<file path="src/rtl/mw_writeback_pkg.sv">
// mw_writeback_pkg
//   Shared definitions for the writeback stage: ISA opcode and ALU-op
//   encodings, the architectural special registers, the pending-entry record
//   used by the multdiv merge buffer, and the write-port source selector.
//   No ports (package).

package mw_writeback_pkg;

    // Pending buffer depth. The count is two bits wide, so this is fixed at 2.
    localparam int PEND_DEPTH_DEF = 2;

    // Architectural special registers.
    localparam logic [4:0] EXC_REG_DEF  = 5'd30;  // $rstatus
    localparam logic [4:0] LINK_REG_DEF = 5'd31;  // $ra

    // Opcodes, ir[31:27].
    localparam logic [4:0] OP_RTYPE = 5'b00000;
    localparam logic [4:0] OP_ADDI  = 5'b00101;
    localparam logic [4:0] OP_LW    = 5'b01000;
    localparam logic [4:0] OP_JAL   = 5'b00011;
    localparam logic [4:0] OP_SETX  = 5'b10101;

    // R-type ALU ops, ir[6:2], that complete in the multdiv unit.
    localparam logic [4:0] ALU_MUL = 5'b00110;
    localparam logic [4:0] ALU_DIV = 5'b00111;

    // One pending multdiv result.
    typedef struct packed {
        logic        valid;
        logic [4:0]  rd;
        logic [31:0] data;
    } pend_entry_t;

    // Which source owns the register-file write port this cycle.
    typedef enum logic [1:0] {
        PORT_IDLE   = 2'd0,
        PORT_PIPE   = 2'd1,
        PORT_DRAIN  = 2'd2,
        PORT_BYPASS = 2'd3
    } port_sel_t;

    // True when an R-type instruction's result is produced by the multdiv
    // unit rather than the ALU.
    function automatic logic is_multdiv(input logic [4:0] alu_op);
        return (alu_op == ALU_MUL) || (alu_op == ALU_DIV);
    endfunction

endpackage

</file>
<file path="src/rtl/wb_pending_fifo.sv">
// wb_pending_fifo
//   Two-entry in-order queue of multdiv results that could not use the
//   register-file write port in the cycle they arrived. Entries are kept
//   compacted: slot1 is only ever valid when slot0 is valid, so slot0 is
//   always the oldest entry (the head).
//
// Ports
//   clk        in   clock, rising edge
//   clr        in   asynchronous active-low clear; empties the queue
//   push       in   append {push_rd, push_data}; caller guarantees room
//                   after this cycle's pop
//   push_rd    in   destination register of the pushed entry
//   push_data  in   data of the pushed entry
//   pop        in   drop the head entry
//   squash     in   invalidate every stored entry whose rd equals squash_rd
//   squash_rd  in   register being overwritten by a younger write
//   head       out  oldest entry (valid bit qualifies rd/data)
//   count      out  number of stored entries, 0..2

module wb_pending_fifo
    import mw_writeback_pkg::*;
(
    input  logic        clk,
    input  logic        clr,
    input  logic        push,
    input  logic [4:0]  push_rd,
    input  logic [31:0] push_data,
    input  logic        pop,
    input  logic        squash,
    input  logic [4:0]  squash_rd,
    output pend_entry_t head,
    output logic [1:0]  count
);

    pend_entry_t slot0_q, slot0_d;
    pend_entry_t slot1_q, slot1_d;

    always_comb begin
        slot0_d = slot0_q;
        slot1_d = slot1_q;

        // Squash first, so a squashed head never counts as occupying space.
        if (squash) begin
            if (slot0_d.valid && (slot0_d.rd == squash_rd)) begin
                slot0_d.valid = 1'b0;
            end
            if (slot1_d.valid && (slot1_d.rd == squash_rd)) begin
                slot1_d.valid = 1'b0;
            end
        end

        if (pop) begin
            slot0_d.valid = 1'b0;
        end

        // Re-compact: a hole at the head shifts the tail forward, keeping
        // FIFO order intact.
        if (!slot0_d.valid) begin
            slot0_d = slot1_d;
            slot1_d = '0;
        end

        if (push) begin
            if (!slot0_d.valid) begin
                slot0_d = '{valid: 1'b1, rd: push_rd, data: push_data};
            end else begin
                slot1_d = '{valid: 1'b1, rd: push_rd, data: push_data};
            end
        end
    end

    always_ff @(posedge clk or negedge clr) begin
        if (!clr) begin
            slot0_q <= '0;
            slot1_q <= '0;
        end else begin
            slot0_q <= slot0_d;
            slot1_q <= slot1_d;
        end
    end

    assign head  = slot0_q;
    assign count = {slot0_q.valid & slot1_q.valid, slot0_q.valid ^ slot1_q.valid};

endmodule

</file>
<file path="src/rtl/mw_writeback.sv">
// mw_writeback
//   Writeback stage. Decodes the M/W latch into a register-file write and
//   merges asynchronously completing multdiv results onto the same single
//   write port. Port priority: pipeline write, then pending-buffer head,
//   then a same-cycle multdiv bypass. A multdiv result that loses the port
//   is queued (up to 2); a pipeline write squashes queued results for the
//   same register so the younger value survives.
//
//   Flow control: md_valid is a one-cycle pulse with no ready. The producer
//   side (front end) must freeze while md_stall is high; a result that still
//   arrives while the buffer is full and nothing drains is dropped and
//   recorded in the sticky md_overflow flag.
//
// Ports
//   clk               in   pipeline clock, rising edge
//   clr               in   asynchronous active-low reset
//   ir_q              in   instruction in M/W
//   out               in   ALU/link/setx/exception-code value from M/W
//   data_mw           in   load data from M/W
//   exception_q       in   exception flag from M/W
//   md_valid          in   multdiv result ready (one-cycle pulse)
//   md_rd             in   multdiv destination register
//   md_result         in   multdiv result
//   ctrl_writeEnable  out  register-file write enable
//   ctrl_writeReg     out  register-file write address
//   data_writeReg     out  register-file write data
//   md_stall          out  pending buffer full
//   md_overflow       out  sticky: result dropped because the buffer was full

module mw_writeback
    import mw_writeback_pkg::*;
#(
    parameter int         PEND_DEPTH = PEND_DEPTH_DEF,
    parameter logic [4:0] EXC_REG    = EXC_REG_DEF,
    parameter logic [4:0] LINK_REG   = LINK_REG_DEF
) (
    input  logic        clk,
    input  logic        clr,
    input  logic [31:0] ir_q,
    input  logic [31:0] out,
    input  logic [31:0] data_mw,
    input  logic        exception_q,
    input  logic        md_valid,
    input  logic [4:0]  md_rd,
    input  logic [31:0] md_result,
    output logic        ctrl_writeEnable,
    output logic [4:0]  ctrl_writeReg,
    output logic [31:0] data_writeReg,
    output logic        md_stall,
    output logic        md_overflow
);

    logic [4:0]  opcode;
    logic [4:0]  alu_op;
    logic        pipe_dec;
    logic        pipe_we;
    logic [4:0]  pipe_rd;
    logic [31:0] pipe_data;

    logic        md_live;
    logic        drain;
    logic        enq_req;
    logic        push;
    logic        full;

    pend_entry_t head;
    logic [1:0]  count;
    port_sel_t   port_sel;

    logic        overflow_q, overflow_d;

    logic        unused_ir_bits;
    assign unused_ir_bits = ^{ir_q[21:7], ir_q[1:0]};

    assign opcode = ir_q[31:27];
    assign alu_op = ir_q[6:2];

    // ---------------------------------------------------------------- decode
    always_comb begin
        pipe_dec  = 1'b0;
        pipe_rd   = ir_q[26:22];
        pipe_data = out;
        case (opcode)
            OP_RTYPE: pipe_dec = !is_multdiv(alu_op);
            OP_ADDI:  pipe_dec = 1'b1;
            OP_LW: begin
                pipe_dec  = 1'b1;
                pipe_data = data_mw;
            end
            OP_JAL: begin
                pipe_dec = 1'b1;
                pipe_rd  = LINK_REG;
            end
            OP_SETX: begin
                pipe_dec = 1'b1;
                pipe_rd  = EXC_REG;
            end
            default: pipe_dec = 1'b0;
        endcase
        // An exception replaces whatever the instruction would have written,
        // including instructions that normally write nothing.
        if (exception_q) begin
            pipe_dec  = 1'b1;
            pipe_rd   = EXC_REG;
            pipe_data = out;
        end
    end

    // A write to r0 is architecturally a no-op, so it does not take the port
    // and does not block a drain.
    assign pipe_we = pipe_dec && (pipe_rd != 5'd0);

    // ------------------------------------------------------- port priority
    assign md_live = md_valid && (md_rd != 5'd0);
    assign full    = (count == 2'(PEND_DEPTH));
    assign drain   = !pipe_we && head.valid;

    // A result only queues when it lost the port. If it targets the register
    // the pipeline is writing right now it is older than that write and is
    // discarded along with any queued copies.
    assign enq_req = md_live && (pipe_we || drain) && !(pipe_we && (md_rd == pipe_rd));
    assign push    = enq_req && (!full || drain);

    always_comb begin
        port_sel = PORT_IDLE;
        if (pipe_we) begin
            port_sel = PORT_PIPE;
        end else if (head.valid) begin
            port_sel = PORT_DRAIN;
        end else if (md_live) begin
            port_sel = PORT_BYPASS;
        end
    end

    always_comb begin
        ctrl_writeEnable = 1'b0;
        ctrl_writeReg    = 5'd0;
        data_writeReg    = 32'd0;
        case (port_sel)
            PORT_PIPE: begin
                ctrl_writeEnable = 1'b1;
                ctrl_writeReg    = pipe_rd;
                data_writeReg    = pipe_data;
            end
            PORT_DRAIN: begin
                ctrl_writeEnable = 1'b1;
                ctrl_writeReg    = head.rd;
                data_writeReg    = head.data;
            end
            PORT_BYPASS: begin
                ctrl_writeEnable = 1'b1;
                ctrl_writeReg    = md_rd;
                data_writeReg    = md_result;
            end
            default: ctrl_writeEnable = 1'b0;
        endcase
    end

    // -------------------------------------------------------- pending buffer
    wb_pending_fifo u_pending (
        .clk       (clk),
        .clr       (clr),
        .push      (push),
        .push_rd   (md_rd),
        .push_data (md_result),
        .pop       (drain),
        .squash    (pipe_we),
        .squash_rd (pipe_rd),
        .head      (head),
        .count     (count)
    );

    // ------------------------------------------------------------- overflow
    assign overflow_d = overflow_q || (enq_req && full && !drain);

    always_ff @(posedge clk or negedge clr) begin
        if (!clr) begin
            overflow_q <= 1'b0;
        end else begin
            overflow_q <= overflow_d;
        end
    end

    assign md_stall    = full;
    assign md_overflow = overflow_q;

endmodule

</file>
<file path="config.mk">
export PLATFORM = sky130hd
export DESIGN_NAME = mw_writeback
export DESIGN_NICKNAME = d
export VERILOG_FILES = /design/src/rtl/mw_writeback_pkg.sv /design/src/rtl/wb_pending_fifo.sv /design/src/rtl/mw_writeback.sv
export SDC_FILE = /design/constraint.sdc
export NUM_CORES = 1
export LEC_CHECK = 0
export ABC_AREA = 1
export CORE_AREA = 2 2 116 118
export DETAILED_ROUTE_END_ITERATION = 10
export DIE_AREA = 0 0 118 120
export MAX_ROUTING_LAYER = met4
export PLACE_DENSITY = 0.76
export SYNTH_ARGS = -nofsm -noshare
export SYNTH_HDL_FRONTEND = slang
export SYNTH_SLANG_ARGS = --single-unit
</file>
<file path="constraint.sdc">
create_clock -name clk -period 2 [get_ports clk]
set_input_delay 0.4 -clock clk [delete_from_list [all_inputs] [get_ports clk]]
set_output_delay 0.4 -clock clk [all_outputs]
set_load 0.005 [all_outputs]
</file>
---- Word-level counts from Yosys, hierarchy flattened ----
Cells that the tools add are included.
cells by class
  multiplexer cells ....................... 23
  equality and inequality tests ........... 13
  bitwise operators ....................... 2
  reductions and logical operators ........ 25
operator list
  operator              number
  $mux W38              5
  $pmux W32 S3          1
  $mux W32              2
  $mux W37              1
  $eq A5 B3 Y1 const B  3
  $eq A5 B5 Y1          3
  $pmux W5 S3           1
  $logic_and A1 B1 Y1   11
  $pmux W5 S2           1
  $reduce_bool A5 Y1    2
  $mux W1               7
  $eq A2 B2 Y1 const B  3
  $mux W2               3
  $eq A5 B2 Y1 const B  1
  $eq A5 B4 Y1 const B  1
  $eq A5 B5 Y1 const B  1
  $logic_not A1 Y1      5
  $logic_not A5 Y1      1
  $mux W5               1
  $logic_or A1 B1 Y1    4
  $reduce_or A4 Y1      1
  $reduce_or A3 Y1      1
  $eq A2 B1 Y1 const B  1
  $pmux W1 S2           1
  other kinds (2)       2
word-level totals
  output and inout bits ................... 40
  register bits ........................... 77

---- Depth between registers and ports, before layout ----
  depth after elaboration ................. 14
  depth in mapped cells ................... 17
  depth with buffers taken out ............ 15

---- By module ----
From an unflattened synthesis, not the netlist that was laid out.
second synthesis, totals
  cells, all modules ...................... 859
  area, all modules ....................... 5360.1 µm²
by module, submodules not included
  module           cells an instance  seq. area each (µm²)  instances  area an instance (µm²)
  wb_pending_fifo  512                1901.8                1          3831.2
  mw_writeback     347                25.0                  1          1529.0

---- Worst setup path before layout ----
OpenSTA, ideal clock, no wires.
  kind .................................... input to output
  start ................................... input port ir_q[29]
  end ..................................... output port data_writeReg[16]
  stages on the path ...................... 11
  data required time ...................... 1.600 ns
  setup slack ............................. -0.160 ns
  arrival ................................. 1.760 ns
  cell sequence ........................... nor2_1 nand3_2 and2_1 nand2_1 o21ai_2 buf_6 inv_1 buf_2 buf_1 nand2_1 nand3_1
between the ends
  longest elaborated chain between the ends .. 8
  elaborated cells between the ends (all ways) .. 19
  classes of those cells .................. eq/ne (7); mux (8); reduce/logical (4)
RTL lines
  element                                                 line                                      text
  start: declaration                                      mw_writeback.sv:39                        input logic [31:0] ir_q,
  $eq A5 B5 Y1, or another cell as far along              mw_writeback.sv:83                        case (opcode)
  $pmux W5 S2 / $reduce_or A4 Y1 (equally long branches)  n/a
  $mux W5 / $pmux W1 S2 (equally long branches)           mw_writeback.sv:102, mw_writeback.sv:83
  $reduce_bool A5 Y1 / $mux W1 (equally long branches)    mw_writeback.sv:111, mw_writeback.sv:102
  $logic_and A1 B1 Y1                                     mw_writeback.sv:111                       assign pipe_we = pipe_dec && (pipe_rd != 5'd0);
  $mux W2                                                 mw_writeback.sv:126                       if (pipe_we) begin
  $eq A2 B2 Y1 / $eq A2 B1 Y1 (equally long branches)     mw_writeback.sv:139                       case (port_sel)
  $pmux W32 S3 (*)                                        mw_writeback.sv:139
  end: declaration                                        mw_writeback.sv:48                        output logic [31:0] data_writeReg,
Every way passes the cells marked *; elsewhere a longest branch is shown, timed or not.

---- Worst setup path in the final report ----
  start ................................... input port ir_q[28]
  end ..................................... output port data_writeReg[14]
Same word-level chain as after synthesis.

==> reports/metrics.cfg <==
[status]
status = complete, but fails checks
violations = negative setup slack

[worst_setup_path]
path_delay_family = buffers and inverters
critical-path-slowest-cell = o21ai_4
crit_buf_inv = 6
worstSetupEndpointType = output pin
start_kind = input pin
r2r_end = u_pending.head[13]
r2r-start = u_pending.slot1_q[35]
worstPathRequired_ps = 1600
slowest_delay_ps = 220
worstPathCellList = buf_8 -> nor2_4 -> nand3_4 -> nand2_4 -> nand3_4 -> o21ai_4 -> inv_4 -> nor2_4 -> buf_6 -> buf_12 -> buf_12 -> nand2_4 -> nand3_2 -> buf_6
reg2reg_depth = 11
ff2ff_setup_slack_ps = 40
crit_type = in2out
cp.arrival_ps = 1970
crit_path_max_fanout = 5

[clocking]
clock_sinks = 77
path_clk_slew_ps = 70
cts_root_buf = clkbuf_16
clk_latency_ps = 340
cts_made_buffers = 9
clockBufferDepth = 2
cts_hold_buf = 0
cts_tree = yes
htree_levels = 3

[route]
final_antenna_net_count = 0
vias = 7002
via_per_inst = 5.69
initialDrtViolationCount = 808
drt-total-wl_um = 23900
drc = 0
drt-pass1-iter-count = 6
route.detailed.wl_per_inst_um = 19.4

[sta]
worst_slack_ps = -370
min_period_ps = 2370
period_share_pct = 118
slew_violations = 0
fin_skew_ps = 10.6
relSlewSlack_pct = 69.3
setup_violations = 112
hold_ws_ps = 1.33
setup_tns_ps = -21780
worstMarginPinSlew_ps = 460
grt_setup_unrepaired = yes
hold_violations = 0
fmax_mhz = 422

[place]
dp_cells = 1153
post_dp_cell_area_um2 = 7770
dp_hpwl_um = 12300
portBuffers = 158
place.gp.congestion = 0.900

[min_path]
hold_class = in2async

[synth]
yosysWarningCount = 0
mappedNetlistArea_um2 = 5320
ys_seq_area_share_pct = 36.2
synth_edf_count = 0
ys_ff_latch = 77
synthDistinctLibCells = 31
synth_area_per_cell_um2 = 6.87
synth_ff_type = dfrtp_1
synth_top_area_share_pct = 36.2
yosys.area.top_type = dfrtp_1
syn_nets = 912
synthTopCellsByArea = dfrtp_1 (36%), nand2_1 (23%), nand3_1 (14%), mux2_2 (5.7%), o21ai_0 (2.5%)
ys_async_sr_fraction_pct = 100
synth_cells = 775

[layout]
fin_cells = 1231
design_area_um2 = 9620
final_common_cell = nand2_1
n_antenna_cell = 0
area_growth_pct = 80.7
drive_gt1_share_pct = 40.3
layout.nets = 1187
final_cell_mix = nand2_1 (252), nand3_1 (108), clkdlybuf4s50_1 (100), buf_4 (90), dfrtp_1 (77)

[power_and_ir_drop]
pwr_density_cell_nw_per_um2 = 1010
p_leak_nw = 4.99
ir_drop_mv = 0.639

[grt]
grt_pass1_wl_um = 32300
track_usage_pct = 28.8
antenna_found_initial = 0
gr-total-overflow = 0
grt_max_degree = 43
grt_pass1_vias = 6450

[die]
start_util_pct = 41.0
fp.dieH_um = 120
die-area_um2 = 14200
core.rowCount = 42
die_x_um = 118
io_pins = 177
core_um2 = 13000

[run]
cap_violations = 0

## cell type report
type | count | area, um^2
repair inverters | 1 | 6.26
clock inverters | 7 | 80.1
multi-input cells | 613 | 3770
repair buffers | 315 | 3240
flip-flops and latches | 77 | 1930
inverters | 33 | 151
well taps | 176 | 220
fillers | 877 | 3360
clock buffers | 9 | 225
## flip-flops by register name, indices dropped and copies added (netlist names)
signal             cells
md_overflow            1
u_pending.head        38
u_pending.slot1_q     38
## stage by stage
stage | util, % | worst slack, ps | power [mW]
3_3_place_gp | 59.9 | -1270 | 5.91
3_5_place_dp | 59.9 | -1330 | 5.99
6_report | 74.1 | -370 | 9.70
2_1_floorplan | - | -49.3 | 4.54
5_1_grt | 74.1 | -454 | 10.1
4_1_cts | 68.4 | -344 | 8.29
## cell usage after synthesis, types with 4 or more instances
cell,instances
mux2_2,27
dfrtp_1,77
nand3_2,4
o311ai_0,5
o21ai_1,12
nand3_1,147
nand2_1,326
nor2_1,20
nand4_1,14
buf_4,5
clkbuf_1,8
o221ai_1,5
buf_2,26
a21oi_1,8
o21ai_0,27
buf_6,12
inv_1,29
## worst max path at each step
stage / endpoint / cells after the start / slack, ps / start
3_3_place_gp: data_writeReg[25] / 11 / -1270 / ir_q[28]
6_report: data_writeReg[14] / 14 / -370 / ir_q[28]
4_1_cts: data_writeReg[30] / 14 / -340 / ir_q[30]
2_1_floorplan: data_writeReg[0] / 12 / -50 / ir_q[27]
5_1_grt: data_writeReg[22] / 12 / -450 / exception_q
3_5_place_dp: data_writeReg[25] / 11 / -1330 / ir_q[28]
## routing by layer
layer / vias to the layer above / part of all wire (%) / track usage (%) / wire, um
met4: 0 / 4.6 / 11.1 / 1110
met1: 3287 / 37 / 35.2 / 8810
met2: 487 / 49 / 48.8 / 11700
met3: 102 / 9.5 / 3.75 / 2280
li1: 3126 / - / - / -
met5: - / 0 / - / 0
## what timing repair did
action | 4_1_cts | 5_1_grt
cloned | 7 | 14
resized for setup | 338 | 150
pin swaps | 20 | 29
setup buffers | 41 | 10
endpoints found under the setup margin | 115 | 114
## report_power, final
part | internal, mW | switching, mW | total [mW]
Combinational | 2.48 | 2.85 | 5.33
Sequential | 2.13 | 0.525 | 2.66
Clock | 0.986 | 0.730 | 1.72
## cells by family after synthesis
| logic type | share of synthesized area, % |
|---|---|
| multiplexers | 5.71 |
| buffers and inverters | 8.82 |
| flip-flops | 36.2 |
| AND/OR/NAND/NOR | 42.9 |
| AO/OA/AOI/OAI | 6.39 |
No activity file was read; power rests on OpenSTA's default activity.
